$ cat src/rtl/pipe_ctrl_pkg.sv
// Shared stage-control encodings and helpers for the Y86 pipeline register chain.
package pipe_ctrl_pkg;

  typedef enum logic [1:0] {
    CTRL_NORMAL = 2'd0,
    CTRL_STALL  = 2'd1,
    CTRL_BUBBLE = 2'd2,
    CTRL_RSVD   = 2'd3
  } pipe_ctrl_t;

  localparam logic [3:0] NOP_ICODE = 4'h1;

  // A normal stage directly below a stalled one must bubble, or the held
  // instruction would be duplicated downstream. Reserved codes act as bubbles.
  function automatic pipe_ctrl_t resolve_ctrl(input pipe_ctrl_t raw, input logic up_stall);
    pipe_ctrl_t eff;
    eff = raw;
    if (raw == CTRL_RSVD) begin
      eff = CTRL_BUBBLE;
    end else if (up_stall && (raw == CTRL_NORMAL)) begin
      eff = CTRL_BUBBLE;
    end
    return eff;
  endfunction

endpackage

$ cat src/rtl/pipe_stage.sv
// One pipeline register stage: load upstream, hold, or load a bubble.
module pipe_stage
  import pipe_ctrl_pkg::*;
#(
  parameter int                DATA_W     = 128,
  parameter logic [DATA_W-1:0] BUBBLE_VAL = {NOP_ICODE, {(DATA_W-4){1'b0}}}
) (
  input  logic              clock,
  input  logic              reset,
  input  logic [DATA_W-1:0] up_data_i,
  input  logic              up_valid_i,
  input  pipe_ctrl_t        ctrl_i,
  output logic [DATA_W-1:0] data_o,
  output logic              valid_o
);

  logic [DATA_W-1:0] data_q, data_d;
  logic              valid_q, valid_d;

  always_comb begin
    data_d  = data_q;
    valid_d = valid_q;
    case (ctrl_i)
      CTRL_NORMAL: begin
        data_d  = up_data_i;
        valid_d = up_valid_i;
      end
      CTRL_STALL: begin
        data_d  = data_q;
        valid_d = valid_q;
      end
      default: begin
        data_d  = BUBBLE_VAL;
        valid_d = 1'b0;
      end
    endcase
  end

  always_ff @(posedge clock) begin
    if (reset) begin
      data_q  <= BUBBLE_VAL;
      valid_q <= 1'b0;
    end else begin
      data_q  <= data_d;
      valid_q <= valid_d;
    end
  end

  assign data_o  = data_q;
  assign valid_o = valid_q;

endmodule

$ cat src/rtl/pipe_stage_chain.sv
// Chain of STAGES pipeline registers with auto-bubble below stalls.
// Define PIPE_STATS_EN to build the saturating stall/bubble counters.
module pipe_stage_chain
  import pipe_ctrl_pkg::*;
#(
  parameter int                STAGES     = 4,
  parameter int                DATA_W     = 128,
  parameter logic [DATA_W-1:0] BUBBLE_VAL = {NOP_ICODE, {(DATA_W-4){1'b0}}},
  parameter int                CNT_W      = 16
) (
  input  logic                     clock,
  input  logic                     reset,
  input  logic [DATA_W-1:0]        in_data,
  input  logic                     in_valid,
  input  logic [2*STAGES-1:0]      ctrl,
  output logic [STAGES*DATA_W-1:0] out_data,
  output logic [STAGES-1:0]        out_valid,
  output logic                     ctrl_err,
  output logic [CNT_W-1:0]         stall_cnt,
  output logic [CNT_W-1:0]         bubble_cnt
);

  pipe_ctrl_t eff [STAGES];
  logic       rsvd_seen;
  logic       err_q, err_d;

  // Effective control ripples top-down so each stage sees its upstream's resolved state.
  always_comb begin : eff_derive
    logic       up_stall;
    pipe_ctrl_t raw;
    up_stall  = 1'b0;
    rsvd_seen = 1'b0;
    for (int i = 0; i < STAGES; i++) begin
      raw       = pipe_ctrl_t'(ctrl[2*i +: 2]);
      rsvd_seen = rsvd_seen | (raw == CTRL_RSVD);
      eff[i]    = resolve_ctrl(raw, up_stall);
      up_stall  = (eff[i] == CTRL_STALL);
    end
  end

  generate
    for (genvar gi = 0; gi < STAGES; gi++) begin : gen_stage
      logic [DATA_W-1:0] up_data;
      logic              up_valid;
      if (gi == 0) begin : gen_head
        assign up_data  = in_data;
        assign up_valid = in_valid;
      end else begin : gen_body
        assign up_data  = out_data[DATA_W*gi-1 -: DATA_W];
        assign up_valid = out_valid[gi-1];
      end
      pipe_stage #(
        .DATA_W     (DATA_W),
        .BUBBLE_VAL (BUBBLE_VAL)
      ) u_stage (
        .clock      (clock),
        .reset      (reset),
        .up_data_i  (up_data),
        .up_valid_i (up_valid),
        .ctrl_i     (eff[gi]),
        .data_o     (out_data[DATA_W*(gi+1)-1 -: DATA_W]),
        .valid_o    (out_valid[gi])
      );
    end
  endgenerate

  assign err_d = err_q | rsvd_seen;

  always_ff @(posedge clock) begin
    if (reset) begin
      err_q <= 1'b0;
    end else begin
      err_q <= err_d;
    end
  end

  assign ctrl_err = err_q;

`ifdef PIPE_STATS_EN
  localparam int SEL_W = $clog2(STAGES + 1);
  // Wide enough that the counter maximum plus a full per-edge sum cannot overflow.
  localparam int SUM_W = CNT_W + SEL_W;
  localparam logic [SUM_W-1:0] CNT_MAX = SUM_W'({CNT_W{1'b1}});

  logic [SEL_W-1:0] n_stall, n_bubble;
  logic [SUM_W-1:0] stall_sum, bubble_sum;
  logic [CNT_W-1:0] stall_q, stall_d, bubble_q, bubble_d;

  always_comb begin
    n_stall  = '0;
    n_bubble = '0;
    for (int i = 0; i < STAGES; i++) begin
      if (eff[i] == CTRL_STALL)  n_stall  = n_stall + SEL_W'(1);
      if (eff[i] == CTRL_BUBBLE) n_bubble = n_bubble + SEL_W'(1);
    end
    stall_sum  = SUM_W'(stall_q) + SUM_W'(n_stall);
    bubble_sum = SUM_W'(bubble_q) + SUM_W'(n_bubble);
    stall_d    = (stall_sum  > CNT_MAX) ? {CNT_W{1'b1}} : stall_sum[CNT_W-1:0];
    bubble_d   = (bubble_sum > CNT_MAX) ? {CNT_W{1'b1}} : bubble_sum[CNT_W-1:0];
  end

  always_ff @(posedge clock) begin
    if (reset) begin
      stall_q  <= '0;
      bubble_q <= '0;
    end else begin
      stall_q  <= stall_d;
      bubble_q <= bubble_d;
    end
  end

  assign stall_cnt  = stall_q;
  assign bubble_cnt = bubble_q;
`else
  assign stall_cnt  = '0;
  assign bubble_cnt = '0;
`endif

endmodule
$ cat config.mk
export PLATFORM = sky130hd
export DESIGN_NAME = pipe_stage_chain
export DESIGN_NICKNAME = d
export VERILOG_FILES = /design/src/rtl/pipe_ctrl_pkg.sv /design/src/rtl/pipe_stage.sv /design/src/rtl/pipe_stage_chain.sv
export SDC_FILE = /design/constraint.sdc
export NUM_CORES = 1
export LEC_CHECK = 0
export ABC_AREA = 1
export CORE_AREA = 4 4 264 266
export DETAILED_ROUTE_END_ITERATION = 6
export DIE_AREA = 0 0 268 270
export PLACE_DENSITY = 0.6
export REMOVE_ABC_BUFFERS = 1
export SETUP_SLACK_MARGIN = 0.02
export SLEW_MARGIN = 20
export SYNTH_ARGS = -nofsm -noshare
export SYNTH_HDL_FRONTEND = slang
export SYNTH_SLANG_ARGS = --single-unit
$ cat constraint.sdc
create_clock -name clock -period 1.87 [get_ports clock]
set_input_delay 0.2805 -clock clock [delete_from_list [all_inputs] [get_ports clock]]
set_output_delay 0.2805 -clock clock [all_outputs]
set_load 0.01 [all_outputs]
Word-level counts from Yosys, hierarchy flattened --
Index checks and enable logic that the tools add are counted.
Word-level totals: logic and storage cells 46, input bits 139, register bits 517, output and inout port bits 549
Cells by class: bitwise operators 4, eq/ne operators 8, reduce and logical (&&, ||, !) cells 10, muxes and demuxes 15
Operators by type and width (count):
- one-hot mux 128 bit (2 select lines) | 4
- zero test 2 bit | 7
- 2-to-1 mux 2 bit | 7
- == test 2 x 1 -> 1 bit (second input constant) | 4
- == test 2 bit (second input constant) | 4
- one-hot mux 1 bit (2 select lines) | 4
- OR 1 bit | 4
- logical AND 1 bit | 3

Longest topological paths before layout --
depth in word-level cells 16, gate-level depth with buffers 7, mapped depth without buffers 6

Cells and area by module --
Synthesis repeated with hierarchy kept, for this count alone.
Second synthesis, totals: cell total of the unflattened synthesis 2370, area total of the unflattened synthesis 19088.3 µm²
By module, submodules not included:
- pipe_stage | cells each 577, sequential area each 2582.5 µm², times used 4, area an instance 4674.5 µm²
- pipe_stage_chain | cells each 62, sequential area each 20.0 µm², times used 1, area an instance 390.4 µm²

Worst setup path after synthesis --
No wires, ideal clock.
path type input port to flip-flop, start point input reset, end point register gen_stage[0].u_stage.data_q[11], cell stages on the path 4, buffers on the path 3, library setup time 132 ps, setup slack 804 ps, data required time 1738 ps, arrival 933 ps, cell sequence buf_2 buf_2 clkbuf_1 a21oi_1
RTL lines:
- from (decl) | line pipe_stage_chain.sv:12 | input logic reset,
- to (signal assigned) | line pipe_stage.sv:44 | data_q <= data_d;
- to (decl) | line pipe_stage.sv:17 | logic [DATA_W-1:0] data_q, data_d;
No word-level cell between the ends.

Worst setup path in the final report --
start point register gen_stage[1].u_stage.data_q[83], end point output out_data[211]
RTL lines:
- from (decl) | line pipe_stage.sv:17
- from (signal assigned) | line pipe_stage.sv:44
- to (decl) | line pipe_stage_chain.sv:16 | output logic [STAGES*DATA_W-1:0] out_data,
No word-level cell between the ends.

==> key figures <==
Clock network
  – Clock transition at the registers of the reported paths: 0.06 ns
  – CTS buffer count: 56
  – Post-CTS Hold Buffers: 0
  – Post-CTS Setup Bufs: 0
  – TritonCTS clock tree: built
  – H-tree Lvls: 2
  – Worst-skew pair later-pin latency: 0.59 ns
  – Clock Tree Buf Depth: 3
  – Clk root buf: clkbuf_16
  – Clock sinks: 517

Logic synthesis
  – Post-synth EDFFs: 0
  – Syn Area/Cell: 7.955 um^2
  – Distinct cells, synth: 16
  – Yosys warning total: 0
  – Top post-synthesis cells by area: dfxtp_1, a21oi_1, nand2_1, nand3_1, buf_2
  – Register area share after synthesis: 55.36%
  – Async SR Flop Fraction: 0%
  – Most common cell in the netlist: nand2_1
  – Top-area cell type share of the netlist area: 55.36%
  – Yosys reg bits: 517
  – Area leader, netlist: dfxtp_1
  – Synthesized area: 18690 um^2
  – Post-Syn Instances: 2350
  – Commonest cells post-synth: nand2_1, dfxtp_1, a21oi_1, nand3_1, buf_2
  – Synth Flop Type: dfxtp_1

Critical path
  – Worst path cell trace: clkdlybuf4s50_1
  – Max stage delay on crit path: 0.58 ns
  – Crit-path leading delay family: buffers and inverters
  – Crit-path slowest cell: clkdlybuf4s50_1
  – CP Max Fanout: 3
  – Arrival @ worst endpoint: 1.53 ns
  – Required time of the critical path: 1.59 ns
  – Startpoint type of the worst setup path: flip-flop
  – Buf+Inv Stages, Crit Path: 1
  – Crit path kind: flip-flop to output port
  – Worst setup EP type: output port

Routing
  – Detailed-route via count: 18850
  – Drt total wl: 76.43 mm
  – Drt wl/cell: 19.46 um
  – TritonRoute pass-1 iters: 5
  – Post-route ant nets: 0
  – Vias/cell: 4.798
  – DR DRC count: 0
  – Initial drt markers: 1212

Layout
  – Ant. Diodes: 0
  – Nets: 3150
  – Fin util: 43.00%
  – Design Area, Final: 28830 um^2
  – Area Growth Syn to Fin: 54.21%
  – Share of cells above drive strength 1: 9.493%

Placed design
  – Post-DP HPWL: 55.42 mm
  – Count of buffers from port buffering: 655
  – Placer congestion estimate: 0.8187
  – Pre-CTS WS: 0.004122 ns
  – Dpl cell area: 27130 um^2

Timing
  – Max Clock Freq: 552.8 MHz
  – Final Skew: 0.01097 ns
  – Max-slew violations: 0
  – Setup ws final: 0.06111 ns
  – Unrepaired setup endpoints after global routing: no
  – Crit path time final: 1.809 ns
  – Number of hold violations in the final report: 0
  – Period utilization: 96.73%
  – Final setup vio count: 0

Power
  – Internal: 18.38 mW
  – Seq pwr share: 46.4%
  – Pleak: 12.52 nW
  – Combinational group share of total power: 8.2%
  – Clock Power Share: 45.4%
  – Peak supply drop: 0.6932 mV
  – Sw Pwr: 5.866 mW
  – Switch share: 24.19%
  – Power density over the cells: 841.1 nW/um^2

Worst hold path
  – Hold crit path type: input port to flip-flop

Global routing
  – Largest net degree at the start of global routing: 80
  – Gr usage total: 19.94%
  – Global-route congestion overflow total: 0
  – Via count of the first global-routing pass: 18220
  – First-pass GRT wire length: 114.3 mm
  – Initial antenna violation count: 2

Floorplan
  – Die ar.: 72360 um^2
  – Row count: 95
  – Chip height: 270 um
  – Floorplan core area: 67040 um^2
  – Die X: 268 um
  – Starting Density: 27.89%
  – # IOs: 688

Run
  – Max Cap Violations: 0

Status
  – Outcome: complete, no violations
==> worst paths after layout <==
check / start / end / slack (ns) / depth (start not counted)
setup / recovery: gen_stage[1].u_stage.data_o[83] / out_data[211] / 0.06 / 1
hold / removal: reset / gen_stage[3].u_stage.data_o[48] / 0.04 / 2
setup reg to reg: gen_stage[1].u_stage.data_o[117] / gen_stage[2].u_stage.data_o[117] / 1.04 / 3
hold reg to reg: gen_stage[3].u_stage.data_o[94] / gen_stage[3].u_stage.data_o[94] / 0.46 / 2
==> what timing repair did <==
| item | in CTS | in global routing |
|---|---|---|
| resized for setup | 316 | 79 |
| endpoints found under the setup margin | 299 | 79 |
| pin swaps | 0 | 0 |
==> layout by cell type (no fill, tap or decap) <==
cell and count:
a21oi_1 512, buf_12 49, buf_4 115, buf_8 1, bufinv_16 1, clkbuf_1 11
clkbuf_16 57, clkbuf_8 17, clkdlybuf4s50_1 283, clkinv_2 10, clkinvlp_4 1, conb_1 32
dfxtp_1 495, dfxtp_2 20, dfxtp_4 2, dlygate4sd2_1 292, dlymetal6s2s_1 79, inv_1 13
inv_2 1, inv_4 1, inv_6 4, inv_8 1, nand2_1 653, nand2_4 3
nand3_1 387, nand3b_1 1, nor2_1 3, nor2_4 7, nor3_1 1, o21ai_0 3
==> power groups by stage <==
stage | Clock (mW) | Combinational, mW | Sequential, mW
2_1_floorplan | 0 | 0.527 | 11.5
3_3_place_gp | 0 | 2.06 | 11.5
3_5_place_dp | 0 | 2.05 | 11.5
4_1_cts | 11.3 | 2.00 | 11.2
5_1_grt | 11.7 | 2.13 | 11.3
6_report | 11.0 | 2.00 | 11.2
==> per-stage QoR <==
stage / TNS (ns) / cells / power [mW] / hold slack [ns]
finish: 0 / 3928 / 24.25 / 0.03950
global route: 0 / 3928 / 25.12 / 0.05885
CTS: 0 / 3928 / 24.51 / 0.04242
detailed placement: 0 / 3826 / 13.55 / 0.4533
global placement: 0 / 3826 / 13.56 / 0.4506
floorplan: -1493.99 / 2134 / 12.03 / 0.3496
==> cell families after synthesis <==
kind of cell,Yosys count,synth area share (%)
AO/OA/AOI/OAI,515,13.79
AND/OR/NAND/NOR,1055,23.81
buffers and inverters,262,7.014
other,1,0.02006
flip-flops,517,55.36
==> cell type report <==
class,count,area (um^2)
clock buffer,85,1702
clock inverter,17,133.9
fill,6815,38210
inverter,15,58.81
multi-input combinational,1602,7222
sequential,517,10380
tap,873,1092
timing repair buffer,819,8238
==> metal layers <==
metal,track usage [%],vias to the layer above,routed length (um)
li1,-,9122,-
met1,24.95,8963,31510
met2,33.65,635,36580
met3,5.311,126,6061
met4,5.933,2,2271
met5,0,-,12
==> registers in the layout (all words and copies together) (netlist names) <==
signal / flops
gen_stage.u_stage.valid_o: 4
gen_stage.u_stage.data_o: 512
ctrl_err: 1
No activity file was read; power rests on OpenSTA's default activity.
